--- config.mk ---
export PLATFORM = sky130hd
export DESIGN_NAME = bus_master
export DESIGN_NICKNAME = d
export VERILOG_FILES = /design/src/rtl/bus_protocol_pkg.sv /design/src/rtl/bus_master.sv
export SDC_FILE = /design/constraint.sdc
export NUM_CORES = 1
export LEC_CHECK = 0
export BUFFER_PORTS_ARGS = -buffer_cell sky130_fd_sc_hd__buf_2
export CAP_MARGIN = 20
export CORE_UTILIZATION = 45
export DETAILED_ROUTE_END_ITERATION = 12
export GPL_TIMING_DRIVEN = 1
export PLACE_DENSITY = 0.78
export SYNTH_ARGS = -nofsm -noshare
export SYNTH_HDL_FRONTEND = slang
export SYNTH_SLANG_ARGS = --single-unit
--- constraint.sdc ---
create_clock -name clk -period 1.8 [get_ports clk]
set_input_delay 0.27 -clock clk [delete_from_list [all_inputs] [get_ports clk]]
set_output_delay 0.27 -clock clk [all_outputs]
set_load 0.02 [all_outputs]
--- src/rtl/bus_protocol_pkg.sv ---
// Shared definitions for the dValid/dAck byte bus.
// Contents:
//   bus_state_t   - initiator FSM states (IDLE, DRIVE, GAP)
//   BUS_DW        - default bus data width
//   BUS_MIN_VALID - earliest dValid cycle (1-based) in which dAck counts
//   BUS_MAX_VALID - last dValid cycle before the transfer times out
package bus_protocol_pkg;

    typedef enum logic [1:0] {
        IDLE  = 2'd0,
        DRIVE = 2'd1,
        GAP   = 2'd2
    } bus_state_t;

    localparam int BUS_DW        = 8;
    localparam int BUS_MIN_VALID = 2;
    localparam int BUS_MAX_VALID = 4;

endpackage

--- src/rtl/bus_master.sv ---
// Initiator side of the dValid/dAck byte bus. Takes one byte per
// accepted upstream handshake and drives it on the bus until the target
// acks it, or until MAX_VALID dValid cycles pass without an ack.
//
// Ports:
//   clk       in   rising-edge clock
//   reset     in   synchronous active-high reset
//   in_valid  in   upstream byte available
//   in_ready  out  block can accept a byte this cycle (combinational)
//   in_data   in   upstream byte
//   dValid    out  bus data valid
//   data      out  bus data, held through the transfer and afterwards
//   dAck      in   target accept pulse
//   done      out  one-cycle pulse: transfer acknowledged
//   timeout   out  one-cycle pulse: transfer dropped without ack
//   xfer_cnt  out  acknowledged transfers, wraps
//   err_cnt   out  timeouts + early acks + spurious acks, saturates at 255
//
// state | meaning
// ------+-----------------------------------------------------------
// IDLE  | bus quiet, ready for a byte
// DRIVE | dValid high, waiting for dAck; vcnt is the dValid cycle number
// GAP   | one forced dValid-low cycle after a transfer; may accept again
module bus_master
    import bus_protocol_pkg::*;
#(
    parameter int DW        = BUS_DW,
    parameter int MIN_VALID = BUS_MIN_VALID,
    parameter int MAX_VALID = BUS_MAX_VALID,
    parameter int CNT_W     = 16
) (
    input  logic             clk,
    input  logic             reset,
    input  logic             in_valid,
    output logic             in_ready,
    input  logic [DW-1:0]    in_data,
    output logic             dValid,
    output logic [DW-1:0]    data,
    input  logic             dAck,
    output logic             done,
    output logic             timeout,
    output logic [CNT_W-1:0] xfer_cnt,
    output logic [7:0]       err_cnt
);

    localparam int VW = $clog2(MAX_VALID + 1);

    bus_state_t state, state_nxt;
    logic [VW-1:0] vcnt, vcnt_nxt;
    logic          dvalid_nxt;
    logic [DW-1:0] data_nxt;
    logic          done_nxt;
    logic          timeout_nxt;
    logic          xfer_inc;
    logic          err_inc;
    logic          accept;

    assign in_ready = (state != DRIVE) && !reset;
    assign accept   = in_valid && in_ready;

    always_ff @(posedge clk) begin
        if (reset) begin
            state    <= IDLE;
            vcnt     <= '0;
            dValid   <= 1'b0;
            data     <= '0;
            done     <= 1'b0;
            timeout  <= 1'b0;
            xfer_cnt <= '0;
            err_cnt  <= '0;
        end else begin
            state   <= state_nxt;
            vcnt    <= vcnt_nxt;
            dValid  <= dvalid_nxt;
            data    <= data_nxt;
            done    <= done_nxt;
            timeout <= timeout_nxt;
            if (xfer_inc) begin
                xfer_cnt <= xfer_cnt + 1'b1;
            end
            if (err_inc && (err_cnt != 8'hFF)) begin
                err_cnt <= err_cnt + 8'd1;
            end
        end
    end

    always_comb begin
        state_nxt   = state;
        vcnt_nxt    = vcnt;
        dvalid_nxt  = dValid;
        data_nxt    = data;
        done_nxt    = 1'b0;
        timeout_nxt = 1'b0;
        xfer_inc    = 1'b0;
        err_inc     = 1'b0;

        case (state)
            IDLE, GAP: begin
                // Any ack while not driving is spurious.
                err_inc = dAck;
                if (accept) begin
                    data_nxt   = in_data;
                    dvalid_nxt = 1'b1;
                    vcnt_nxt   = VW'(1);
                    state_nxt  = DRIVE;
                end else begin
                    state_nxt  = IDLE;
                end
            end
            DRIVE: begin
                if (dAck && (vcnt >= VW'(MIN_VALID))) begin
                    dvalid_nxt = 1'b0;
                    done_nxt   = 1'b1;
                    xfer_inc   = 1'b1;
                    state_nxt  = GAP;
                end else if (vcnt == VW'(MAX_VALID)) begin
                    // An early ack cannot land here because MIN_VALID <= MAX_VALID.
                    dvalid_nxt  = 1'b0;
                    timeout_nxt = 1'b1;
                    err_inc     = 1'b1;
                    state_nxt   = GAP;
                end else begin
                    err_inc  = dAck;
                    vcnt_nxt = vcnt + 1'b1;
                end
            end
            default: begin
                state_nxt  = IDLE;
                dvalid_nxt = 1'b0;
            end
        endcase
    end

endmodule

# == Word level (Yosys, flattened, before mapping) ==
# Index checks and enable logic that the tools add are counted.
# word_totals
romBits,0
elab_cells,52
in_bits,12
mem_bits_rw,0
latch_bits,0
n_memories,0
regBits,40
# op_classes
addsub,3
multipliers,0
n_reduce_logical,12
n_eq_ne,9
shift,0
div,0
bitwise_logic,1
n_lt_le_gt_ge,1
muxes,18
# ops
operator,n
"16-bit by 1-bit adder with 16-bit output, second input constant",1
1-bit two-way mux,9
3-bit two-way mux,3
"8-bit by 1-bit adder with 8-bit output, second input constant",1
"8-bit inequality test, second input constant",1
"2-bit inequality test, second input constant",3
3-bit case mux with 2 select lines,1
1-bit logical AND,4
2-bit two-way mux,2
1-bit case mux with 2 select lines,2
2-bit case mux with 2 select lines,1
2-bit AND reduction,2
4-bit AND reduction,1
"3-bit by 1-bit adder with 3-bit output, second input constant",1
"3-bit == test, second input constant",1
"3-bit by 2-bit greater-or-equal comparator with 1-bit output, second input constant",1
"3-bit inequality test, second input constant",1
3-bit OR reduction,1
"2-bit by 1-bit == test with 1-bit output, second input constant",1
"2-bit == test, second input constant",1
2-bit zero test,1
"2-bit by 1-bit inequality test with 1-bit output, second input constant",1
2-bit nonzero test,1
2-bit OR reduction,1
other kinds (2),2

# == Longest topological paths before layout ==
# Gate-level depths: netlist of run 1.
# depth
word_depth,5
depth_mapped,7
mapped_depth_nobuf,6

# == Worst setup path after synthesis of run 1 ==
# OpenSTA, ideal clock, no wires.
# synth_path
path_type,register to register
startpoint,register vcnt[0]
endpoint,register err_cnt[5]
arrival_time_ns,1.833
slack_ns,-0.154
path_stages_with_launch,7
synth_period_minus_slack_ns,1.954
setup_ns,0.121
path_cell_list,dfxtp_1 inv_1 ha_1 o31a_1 a211o_1 nor4_1 mux2_2
# synth_between
elab_chain_len,5
# synth_lines
item,line,rtl
start: declaration,bus_master.sv:49,"logic [VW-1:0] vcnt, vcnt_nxt;"
start signal: assignment,bus_master.sv:73,vcnt <= vcnt_nxt;
3-bit by 2-bit greater-or-equal comparator with 1-bit output or 3-bit == test (tied branches),"bus_master.sv:111, bus_master.sv:116",
1-bit logical AND or 1-bit two-way mux (tied branches),"bus_master.sv:111, bus_master.sv:116",
1-bit two-way mux (*),bus_master.sv:111,if (dAck && (vcnt >= VW'(MIN_VALID))) begin
1-bit case mux with 2 select lines (*),bus_master.sv:97,case (state)
1-bit logical AND (*),bus_master.sv:81,if (err_inc && (err_cnt != 8'hFF)) begin
end signal: assignment,bus_master.sv:82,err_cnt <= err_cnt + 8'd1;
end: declaration,bus_master.sv:43,output logic [7:0] err_cnt
# Mark *: on every way between the ends. The rest lies on a longest branch, timed or not.
# A chain may end at the register's enable or synchronous reset.

# == Worst setup path in the final report of run 1 ==
# layout_path
startpoint,register vcnt[0]
endpoint,register err_cnt[4]
# The elaborated chain is that of the path after synthesis.

==> summary.md, run 1 <==
| Metric | Value |
|---|---|
| Status | complete, but fails checks |
| Failing checks | setup timing |
| Via count of the first global-routing pass | 1,729 |
| Initial Util | 0.481 |
| Placed cells | 317 |
| Clock tree buffer depth | 2 |
| Clk sinks | 40 |
| Gate count of the mapped netlist | slightly above 200 |
| Setup ws final | -0.0637 ns |
| I/O Pins | 48 |
| Drt drc | 0 |
| Hold WC Path Type | in2reg |
| Reg-to-Reg Start | vcnt[0]$_SDFFE_PP0P_ |
| Final hold slack | 0.207 ns |
| CTS Buf Count | 5 |
| EDFF count, synth | 0 |
| TritonRoute pass-1 iters | 4 |
| Final Skew | ~0.0064 ns |
| CTS clk-pin slew, worst paths | around 0.08 ns |
| Share of layout cells above drive strength 1 | 0.388 |
| H-tree depth | 2 |
| Final Power | roughly 1.7 mW |
| DR iter-0 viols | 96 |
| Crit path kind | reg2reg |
| DR vias | ~1,800 |
| Num rows | 22 |
| Chip width | 65.5 µm |
| Syn avg cell area | 8.85 µm² |
| Critical path's largest stage delay | between 0.4 and 0.5 ns |
| Area growth syn-to-layout | 39.7% |
| Synth unique cells | 42 |
| Worst Setup SP | vcnt[0]$_SDFFE_PP0P_ |
| Fmax | between 0.5 and 0.6 GHz |
| First-pass GRT wire length | a little over 7000 µm |
| CP max stage cell | or4_4 |
| Final instance count without filler cells | roughly 330 |
| RSZ-0062 raised after global routing | yes |
| Ant. Diodes | 0 |
| Mapped Area | approximately 0.0018 mm² |
| Nets | 297 |
| Worst Tran Pin Value | between 0.3 and 0.4 ns |
| CP startpoint kind | flip-flop |
| Worst slew margin | 0.753 |
| Fin crit period | 1.86 ns |
| Max-cap violations | 0 |
| Total gr overflow | 0 |
| TNS Setup | -0.136 ns |
| Fin. Hold Viols | 0 |
| Antenna violations before repair | 0 |
| Largest net degree at the start of global routing | 46 |
| Leak Pwr | approximately 1.1 nW |
| Peak supply drop | between 0.5 and 0.6 mV |
| Core box area | between 0.003 and 0.004 mm² |
| Cell taking the most area after synthesis | dfxtp_1 |
| Global Route Usage Sum | 0.217 |
| Crit path DAT | between 2 and 2.5 ns |
| Slew Viols, Final | 0 |
| Syn_nets | about 220 |
| CP Cell Sequence | inv_2, ha_4, o31a_1, a211o_1, buf_6, or4_4, a21oi_2 |
| Top cell type's share of synthesized area | 0.441 |
| CP endpoint kind | flip-flop |
| CP required | around 2.0 ns |
| Die Area | roughly 0.0043 mm² |
| Critical path peak fanout | 8 |
| Die Span Y | between 60 and 70 µm |
| Worst hold start | in_data[7] |
| Routed WL per cell | around 13 µm |
| GPL Wtd Cong | 0.797 |
| Routed WL | ~4400 µm |
| PD cells | between 600 and 700 mW/mm² |
| FFs w/ async S/R, synth | 0 |
| Synth top area cells | dfxtp_1 44%, nor2_1 5.4%, mux2i_1 5.0% |
| Synth Warn # | 0 |
| Port bufs | 47 |
| DR vias/cell | approximately 5.5 |
| Register area share after synthesis | 0.441 |
| Post-layout util | 0.672 |
| Dominant synthesized flop cell | dfxtp_1 |
| Clock Latency Late Sink | 0.29 ns |
| Setup-failing EPs final | 4 |
| CTS tree | yes |
| Period utilization | 1.04 |
| HPWL Detailed | around 3000 µm |
| Root Driver | clkbuf_8 |
| Routed Antenna Nets | 0 |
| Synthesis-stage register bit count | 40 |
[cell families (layout without fill, tap and decap cells)]
logic type	after synthesis	in the layout	share of synthesized area
AO/OA/AOI/OAI	40	40	0.146
XOR/XNOR	7	7	0.0338
adder cells (fa/ha/maj)	5	5	0.0345
buffers and inverters	16	92	0.0352
flip-flops	40	40	0.441
multiplexers	12	12	0.0683
AND/OR/NAND/NOR	85	85	0.241
[flip-flops by register name, indices dropped and copies added (netlist names)]
register,cells
dValid,1
xfer_cnt,16
timeout,1
data,8
state,2
err_cnt,8
done,1
vcnt,3
[metal layers]
metal  vias up  part of all wire  track usage
li1        901                 -            -
met1       838              0.43        0.255
met2        59              0.48        0.375
met3        15             0.058       0.0660
met4         0             0.025       0.0707
met5         -                 0            0
[path summary, 6_finish.rpt]
check                            end  depth (start not counted)  slack, ns
max reg2reg  err_cnt[4]$_SDFFE_PP0P_                          7      -0.06
min reg2reg     data[7]$_SDFFE_PP0P_                          2       0.49
min             data[7]$_SDFFE_PP0P_                          3       0.21
max          err_cnt[4]$_SDFFE_PP0P_                          7      -0.06
[report_power, final]
group | internal, mW | switching [mW] | leakage [nW]
combinational | 0.0806 | 0.109 | 0.708
clock | 0.306 | 0.316 | 0.0510
sequential | 0.904 | 0.0145 | 0.325
[worst max-delay path: cells and delay by family (launching register included)]
kind | cells | cell delay (ns)
and+or+nand+nor | 1 | 0.41
AOI/OAI and AO/OA | 3 | 0.71
DFF | 1 | 0.34
adders and majority gates | 1 | 0.15
buffers and inverters | 2 | 0.20
[layout make-up]
cell class              instances  area (µm²)
flip-flops and latches         40         805
fillers                       310        1240
repair buffers                 77         477
clock buffers                   6        82.6
multi-input cells             149        1070
well taps                      48        60.1
inverters                       7        26.3
clock inverters                 2        10.0
[cell usage in the layout (no fill, tap or decap), types with 6 or more instances in the layout]
| master | Yosys | routed |
|---|---|---|
| nand3_1 | 10 | 8 |
| nand2_1 | 12 | 11 |
| a21oi_1 | 14 | 12 |
| buf_4 | 0 | 28 |
| clkbuf_8 | 0 | 6 |
| inv_1 | 7 | 6 |
| mux2i_1 | 9 | 9 |
| nand4_1 | 6 | 6 |
| nor2_1 | 26 | 26 |
| dfxtp_1 | 40 | 37 |
| buf_2 | 3 | 47 |
[repair_timing]
| item | 4_1_cts | 5_1_grt |
|---|---|---|
| hold buffers | 0 | 0 |
| cloned | 0 | 0 |
| endpoints found under the hold margin | 0 | 0 |
| buffers inserted | 3 | 2 |
| gates resized for setup | 5 | 15 |
| setup endpoints to repair | 5 | 16 |
| pin swaps | 7 | 5 |
[cell usage after synthesis, types with 5 or more instances]
cell type   n
o31ai_1     6
nor2_1     26
nand2_1    12
mux2i_1     9
nand3_1    10
dfxtp_1    40
ha_1        5
a21oi_1    14
inv_1       7
nor4_1      6
or4_1       5
nand4_1     6
or3_1       5
[per-stage QoR]
stage / worst slack (ns) / instance area [µm²]
floorplan: -0.114 / 1840
global placement: -0.0700 / 2310
detailed placement: -0.104 / 2310
CTS: -0.116 / 2440
global route: -0.143 / 2530
finish: -0.0637 / 2530
(Power assumes the default switching activity.)
==> inputs of run 2 (changes only) <==
Settings changed: CAP_MARGIN 20 to default, CTS_CLUSTER_DIAMETER from default to 50, PLACE_DENSITY 0.78 to default, PLACE_DENSITY_LB_ADDON from default to 0.05.
==> run 2 against run 1 <==
The run still ends with setup timing left; sequential cell count stayed put; register-to-register slack worse by 0.09 ns; global-route usage is 1.5 points lower; clock skew is 0.00077 ns higher; combinational power hardly changed; clock power is 1% lower; critical path type unchanged; largest cell class unchanged; largest power group unchanged.
==> summary.md, run 2 (synthesized netlist as in run 1, its figures left out) <==
| Metric | Value |
|---|---|
| Routed WL | 4130 µm (was 4400 µm) |
| Combinational share of power | 0.109 (about the same) |
| Sequential fraction of design power | 0.534 (was 0.531) |
| Worst Tran Pin Value | 0.318 ns (was 0.370 ns) |
| CP startpoint kind | flip-flop (unchanged) |
| Setup ws final | -0.149 ns (was -0.0637 ns) |
| Die Span Y | 65.5 µm (unchanged) |
| Port bufs | 47 (unchanged) |
| Worst slew margin | 0.787 (was 0.753) |
| Fmax | 0.513 GHz (was 0.537 GHz) |
| Fin crit period | 1.95 ns (was 1.86 ns) |
| CP endpoint kind | flip-flop (unchanged) |
| GPL Wtd Cong | 0.794 (was 0.797) |
| Chip width | 65.5 µm (unchanged) |
| Slew Viols, Final | 0 (unchanged) |
| Pre-CTS WS | -0.125 ns (was -0.104 ns) |
| Crit path kind | reg2reg (unchanged) |
| HPWL Detailed | 2870 µm (was 3000 µm) |
| DR vias | 1,751 (was 1,813) |
| Number of flip-flops in the largest register | 16 (unchanged) |
| I/O Pins | 48 (unchanged) |
| Peak supply drop | 0.421 mV (was 0.549 mV) |
| Routed WL per cell | 12.6 µm (was 13.4 µm) |
| CTS tree | yes (unchanged) |
| Critical path's largest stage delay | 0.43 ns (was 0.41 ns) |
| Clock Latency Late Sink | 0.29 ns (about the same) |
| Sw frac | 0.245 (was 0.254) |
| H-tree depth | 2 (unchanged) |
| PD cells | 691 mW/mm² (was 683 mW/mm²) |
| Clk sinks | 40 (unchanged) |
| Global Route Usage Sum | 0.202 (was 0.217) |
| CP Cell Sequence | inv_2, ha_4, o31a_1, a211o_1, buf_6, or4_4, a21oi_2 (unchanged) |
| Initial Util | 0.481 (unchanged) |
| Num rows | 22 (unchanged) |
| Commonest cells after routing, fill and taps aside | 47 x buf_2, 37 x dfxtp_1, 26 x nor2_1 (was 47 x buf_2, 37 x dfxtp_1, 28 x buf_4) |
| Failing checks | setup timing (unchanged) |
| First-pass GRT wire length | 6690 µm (was 7180 µm) |
| Fin. Hold Viols | 0 (unchanged) |
| RSZ-0062 raised after global routing | yes (unchanged) |
| Period utilization | 1.08 (was 1.04) |
| Core box area | 0.00377 mm² (unchanged) |
| Max-cap violations | 0 (unchanged) |
| DR vias/cell | 5.34 (was 5.51) |
| Antenna violations before repair | 0 (unchanged) |
| TritonRoute pass-1 iters | 4 (unchanged) |
| Share of layout cells above drive strength 1 | 0.361 (was 0.388) |
| Top Registers | xfer_cnt (16), data (8), err_cnt (8) (unchanged) |
| Nets | 296 (was 297) |
| Crit path DAT | 2.17 ns (was 2.10 ns) |
| Highest routed layer | met4 (unchanged) |
| Largest net degree at the start of global routing | 46 (unchanged) |
| Total gr overflow | 0 (unchanged) |
| Leak Pwr | 1.06 nW (was 1.08 nW) |
| CP required | 2.03 ns (about the same) |
| CTS clk-pin slew, worst paths | 0.07 ns (was 0.08 ns) |
| Met1 WL | 1980 µm (was 1910 µm) |
| Internal Power | 1.30 mW (was 1.29 mW) |
| Final Skew | 0.00718 ns (was 0.00641 ns) |
| Drt drc | 0 (unchanged) |
| Final hold slack | 0.216 ns (was 0.207 ns) |
| Met2 wire len | 1910 µm (was 2120 µm) |
| Root Driver | clkbuf_8 (unchanged) |
| Via count of the first global-routing pass | 1,525 (was 1,729) |
| Psw | 0.422 mW (was 0.440 mW) |
| Setup-failing EPs final | 8 (was 4) |
| Design area | 0.00249 mm² (was 0.00253 mm²) |
| Met3 Wirelength | 184 µm (was 254 µm) |
| Clock tree buffer depth | 2 (unchanged) |
| CP max stage cell | or4_4 (unchanged) |
| Hold WC Path Type | in2reg (unchanged) |
| Commonest non-fill, non-tap cell in the layout | buf_2 (unchanged) |
| Final Power | 1.72 mW (was 1.73 mW) |
| CTS Buf Count | 5 (unchanged) |
| Die Area | 0.00429 mm² (unchanged) |
| Routed Antenna Nets | 0 (unchanged) |
| Clock Power Share | 0.357 (was 0.360) |
| Critical path peak fanout | 7 (was 8) |
| Post-DP Area | 0.00230 mm² (was 0.00231 mm²) |
| Area growth syn-to-layout | 37.2% (was 39.7%) |
| Status | complete, but fails checks (unchanged) |
| Number of hold buffers added after cts | 0 (unchanged) |
| Ant. Diodes | 0 (unchanged) |
| Biggest register | xfer_cnt (unchanged) |
| DR iter-0 viols | 84 (was 96) |
| Post-layout util | 0.660 (was 0.672) |
run 2: cell types whose count changed in the layout (fill, tap and decap cells not counted), sizes merged:
cell,previous run,this run
buf,77,76
clkbuf,6,8
clkinv,2,0
run 2: per-layer routing:
metal	vias up	track usage
li1	893	-
met3	7	0.0556
met5	-	0
met4	0	0.0761
met2	46	0.331
met1	805	0.251
run 2: stage by stage:
stage | std cells | setup TNS (ns)
after global routing | 328 | -1.09
final | 328 | -0.612
after floorplan | 205 | -0.245
after global placement | 316 | -0.225
after detailed placement | 316 | -0.437
after CTS | 326 | -0.454
run 2: path summary, 6_finish.rpt:
kind                                   from                         to  slack [ns]  depth (start not counted)
setup / recovery       vcnt[0]$_SDFFE_PP0P_    err_cnt[4]$_SDFFE_PP0P_       -0.15                          7
hold / removal                   in_data[7]       data[7]$_SDFFE_PP0P_        0.22                          3
setup reg to reg       vcnt[0]$_SDFFE_PP0P_    err_cnt[4]$_SDFFE_PP0P_       -0.15                          7
hold reg to reg   xfer_cnt[15]$_SDFFE_PP0P_  xfer_cnt[15]$_SDFFE_PP0P_        0.49                          2
run 2: cell type report:
class,count,area [µm²]
Inverter,7,26.3
Multi-Input combinational cell,149,1030
Tap cell,48,60.1
Timing Repair Buffer,76,480
Clock buffer,8,90.1
Sequential cell,40,805
Fill cell,314,1280
run 2: worst max-delay path: cells and delay by family (launching register included):
family	cells	cell delay, ns
and+or+nand+nor	1	0.43
buffers and inverters	2	0.22
DFF	1	0.34
AOI/OAI and AO/OA	3	0.77
adders and majority gates	1	0.15
run 2: power groups by stage:
stage	clock network, mW	registers, mW	logic (mW)
after floorplan	0	0.956	0.0841
after global routing	0.678	0.921	0.206
after detailed placement	0	0.939	0.172
after CTS	0.634	0.918	0.176
after global placement	0	0.939	0.170
final	0.613	0.919	0.188
run 2: what timing repair did:
action                     4_1_cts  5_1_grt
resized for setup                1       12
setup endpoints to repair        7       10
buffers inserted                 2        2
pin swaps                        3        4
==> inputs of run 3 (changes only) <==
Settings changed: ABC_AREA from default to 1, BUFFER_PORTS_ARGS -buffer_cell sky130_fd_sc_hd__buf_2 to default, DONT_BUFFER_PORTS from default to 1, SETUP_SLACK_MARGIN from default to 0.05.
==> run 3 against run 2 <==
The flow now finishes without violations; global-route usage increased by 0.50 points; die area is 11% higher; clock skew up 0.0029 ns; synthesized area rose by 11%; final area decreased by 6.6%; combinational power fell by 33%; fmax increased by 25%; register-to-register slack better by 0.39 ns; first-iteration DRC count decreased by 39%; core utilization is 9.9 points lower; critical endpoint unchanged; largest cell class unchanged.
==> summary.md, run 3 <==
| Metric | Value |
|---|---|
| Gate count of the mapped netlist | 290 (was 205) |
| Antenna violations before repair | 0 (unchanged) |
| Clk sinks | 40 (unchanged) |
| Fin. Hold Viols | 0 (unchanged) |
| Setup-failing EPs final | 0 (was 8) |
| PD cells | 801 mW/mm² (was 691 mW/mm²) |
| CP startpoint kind | flip-flop (unchanged) |
| Synth Warn # | 0 (unchanged) |
| Hold Path Stages | 1 (was 3) |
| Via count of the first global-routing pass | 1,596 (was 1,525) |
| FFs w/ async S/R, synth | 0 (unchanged) |
| Worst hold start | reset (was in_data[7]) |
| Chip width | 69.0 µm (was 65.5 µm) |
| TNS Setup | 0 ns (was -0.612 ns) |
| Most common cell on crit path | nand2_1 |
| CP required | 2.03 ns (about the same) |
| Commonest cells after routing, fill and taps aside | 87 x nand2_1, 40 x dfxtp_1, 32 x nor2_1 (was 47 x buf_2, 37 x dfxtp_1, 26 x nor2_1) |
| Die Area | 0.00476 mm² (was 0.00429 mm²) |
| Reg2reg path depth | 9 (was 7) |
| CP max stage cell | dfxtp_1 (was or4_4) |
| CTS Buf Count | 5 (unchanged) |
| Peak supply drop | 0.518 mV (was 0.421 mV) |
| Fin crit period | 1.56 ns (was 1.95 ns) |
| CP endpoint kind | flip-flop (unchanged) |
| Nets | 325 (was 296) |
| Number of flip-flops in the largest register | 16 (unchanged) |
| CTS tree | yes (unchanged) |
| Crit path DAT | 1.79 ns (was 2.17 ns) |
| Core box area | 0.00414 mm² (was 0.00377 mm²) |
| Worst Tran Pin Value | 0.419 ns (was 0.318 ns) |
| GPL Wtd Cong | 0.805 (was 0.794) |
| Status | complete, no violations (was complete, but fails checks) |
| HPWL Detailed | 3120 µm (was 2870 µm) |
| TritonRoute pass-1 iters | 4 (unchanged) |
| Global Route Usage Sum | 0.207 (was 0.202) |
| Syn avg cell area | 6.96 µm² (was 8.85 µm²) |
| Commonest non-fill, non-tap cell in the layout | nand2_1 (was buf_2) |
| Routed WL per cell | 12.0 µm (was 12.6 µm) |
| Crit path kind | reg2reg (unchanged) |
| Final Skew | 0.0100 ns (was 0.00718 ns) |
| EDFF count, synth | 0 (unchanged) |
| Cell taking the most area after synthesis | dfxtp_1 (unchanged) |
| RSZ-0062 raised after global routing | yes (unchanged) |
| Dominant synthesized flop cell | dfxtp_1 (unchanged) |
| Hold WC Path Type | in2reg (unchanged) |
| Top Registers | xfer_cnt (16), data (8), err_cnt (8) (unchanged) |
| Synth top cells by count | 87 x nand2_1, 40 x dfxtp_1, 33 x nor2_1, 31 x inv_1, 27 x a21oi_1 (was 40 x dfxtp_1, 26 x nor2_1, 14 x a21oi_1, 12 x nand2_1, 10 x nand3_1) |
| Total gr overflow | 0 (unchanged) |
| Num rows | 23 (was 22) |
| Share of layout cells above drive strength 1 | 0.159 (was 0.361) |
| Critical path's largest stage delay | 0.35 ns (was 0.43 ns) |
| I/O Pins | 48 (unchanged) |
| Max-cap violations | 0 (unchanged) |
| Main combinational cell family by area after synthesis | simple AND/OR/NAND/NOR gates (unchanged) |
| First-pass GRT wire length | 7150 µm (was 6690 µm) |
| Drt drc | 0 (unchanged) |
| Synthesis-stage register bit count | 40 (unchanged) |
| Number of hold buffers added after cts | 0 (unchanged) |
| Syn_nets | 307 (was 222) |
| Critical path peak fanout | 10 (was 7) |
| Register area share after synthesis | 0.397 (was 0.441) |
| Biggest register | xfer_cnt (unchanged) |
| Reg-to-Reg Start | vcnt[0]$_SDFFE_PP0P_ (unchanged) |
| Clock Latency Late Sink | 0.30 ns (was 0.29 ns) |
| Ant. Diodes | 0 (unchanged) |
| Initial Util | 0.487 (was 0.481) |
| Simple-gate portion of the synthesized area | 0.349 (was 0.241) |
| Slew Viols, Final | 0 (unchanged) |
| Hold path endpoint | err_cnt[1]$_SDFFE_PP0P_ (was data[7]$_SDFFE_PP0P_) |
| Final Power | 1.86 mW (was 1.72 mW) |
| Area growth syn-to-layout | 15.1% (was 37.2%) |
| Top cell type's share of synthesized area | 0.397 (was 0.441) |
| Period utilization | 0.867 (was 1.08) |
| Fmax | 0.641 GHz (was 0.513 GHz) |
| Worst slew margin | 0.720 (was 0.787) |
| CTS clk-pin slew, worst paths | 0.08 ns (was 0.07 ns) |
| Synth Area in Compound Gates | 0.131 (was 0.146) |
| Synth top area cells | dfxtp_1 40%, nand2_1 16%, a21oi_1 6.7% (was dfxtp_1 44%, nor2_1 5.4%, mux2i_1 5.0%) |
| Routed Antenna Nets | 0 (unchanged) |
| Synth unique cells | 26 (was 42) |
| Flop-to-flop setup slack | 0.24 ns (was -0.15 ns) |
| Post-synthesis mux area share | 0 (was 0.0683) |
| H-tree depth | 2 (unchanged) |
| CP Cell Sequence | inv_1, ha_1, nor2_1, nand2_1, nand2_2, nand2_1, o21ai_4, nand3_1, a21oi_2 (was inv_2, ha_4, o31a_1, a211o_1, buf_6, or4_4, a21oi_2) |
| DR iter-0 viols | 51 (was 84) |
| DR vias | 1,812 (was 1,751) |
| Mapped Area | 0.00202 mm² (was 0.00181 mm²) |
| Leak Pwr | 0.919 nW (was 1.06 nW) |
| DR vias/cell | 5.05 (was 5.34) |
| Root Driver | clkbuf_8 (unchanged) |
| Count leader, synth | nand2_1 (was dfxtp_1) |
| Die Span Y | 69.0 µm (was 65.5 µm) |
| Largest net degree at the start of global routing | 31 (was 46) |
| Post-synthesis xor/xnor area fraction | 0.0173 (was 0.0338) |
| Post-Synth Adder-Cell Area | 0.0310 (was 0.0345) |
| Clock tree buffer depth | 2 (unchanged) |
| Routed WL | 4320 µm (was 4130 µm) |
| Reg-to-Reg End | err_cnt[4]$_SDFFE_PP0P_ (unchanged) |
| Port bufs | 0 (was 47) |
==> run 3: final cells by class <==
cell class	count	area [µm²]
clock buffer	7	96.3
clock inverter	1	30.0
fill	410	1820
inverter	33	124
multi-input combinational	211	1080
sequential	40	801
tap	50	62.6
timing repair buffer	17	128
==> run 3: how the worst max path moves through the flow <==
stage,endpoint,start
after CTS,err_cnt[4]$_SDFFE_PP0P_,vcnt[0]$_SDFFE_PP0P_
after global placement,err_cnt[7]$_SDFFE_PP0P_,vcnt[0]$_SDFFE_PP0P_
after global routing,err_cnt[4]$_SDFFE_PP0P_,vcnt[0]$_SDFFE_PP0P_
after detailed placement,err_cnt[4]$_SDFFE_PP0P_,vcnt[0]$_SDFFE_PP0P_
final,err_cnt[4]$_SDFFE_PP0P_,vcnt[0]$_SDFFE_PP0P_
after floorplan,err_cnt[2]$_SDFFE_PP0P_,err_cnt[1]$_SDFFE_PP0P_
==> run 3: metal layers <==
metal / part of all wire / global-route usage
met1: 0.51 / 0.271
met2: 0.41 / 0.311
met3: 0.068 / 0.0724
met4: 0.014 / 0.0765
met5: 0 / 0
==> run 3: critical path, delay by kind of cell (launching register included) <==
family                   cells  cell delay (ns)
AO/OA/AOI/OAI                2             0.30
adder cells (fa/ha/maj)      1             0.19
buffers and inverters        1             0.08
flip-flops                   1             0.35
AND/OR/NAND/NOR              5             0.58
==> run 3: logic make-up after synthesis <==
group | after synthesis
buf+inv | 39
flops | 40
simple gates | 156
xor+xnor | 4
fa+ha+maj | 5
compound gates | 46
==> run 3: where the power goes <==
part | leakage, nW | switching, mW | internal, mW | total [mW]
Clock | 0.0645 | 0.315 | 0.489 | 0.805
Sequential | 0.324 | 0.0272 | 0.904 | 0.932
Combinational | 0.531 | 0.0836 | 0.0425 | 0.126
Total | 0.919 | 0.426 | 1.44 | 1.86
==> run 3: repair_timing <==
item,CTS,global route
endpoints found under the setup margin,0,8
endpoints found under the hold margin,0,0
resized for setup,0,3
setup buffers,0,0
==> run 3: per-stage QoR <==
step	cell area (µm²)	std cells	util	setup slack, ns	hold slack, ns
CTS	2310	359	0.557	0.172	0.0217
floorplan	2020	290	-	0.269	0.415
global route	2320	359	0.561	0.0519	0.00313
global placement	2180	351	0.527	0.234	0.340
detailed placement	2180	351	0.527	0.206	0.340
finish	2320	359	0.561	0.240	0.0421
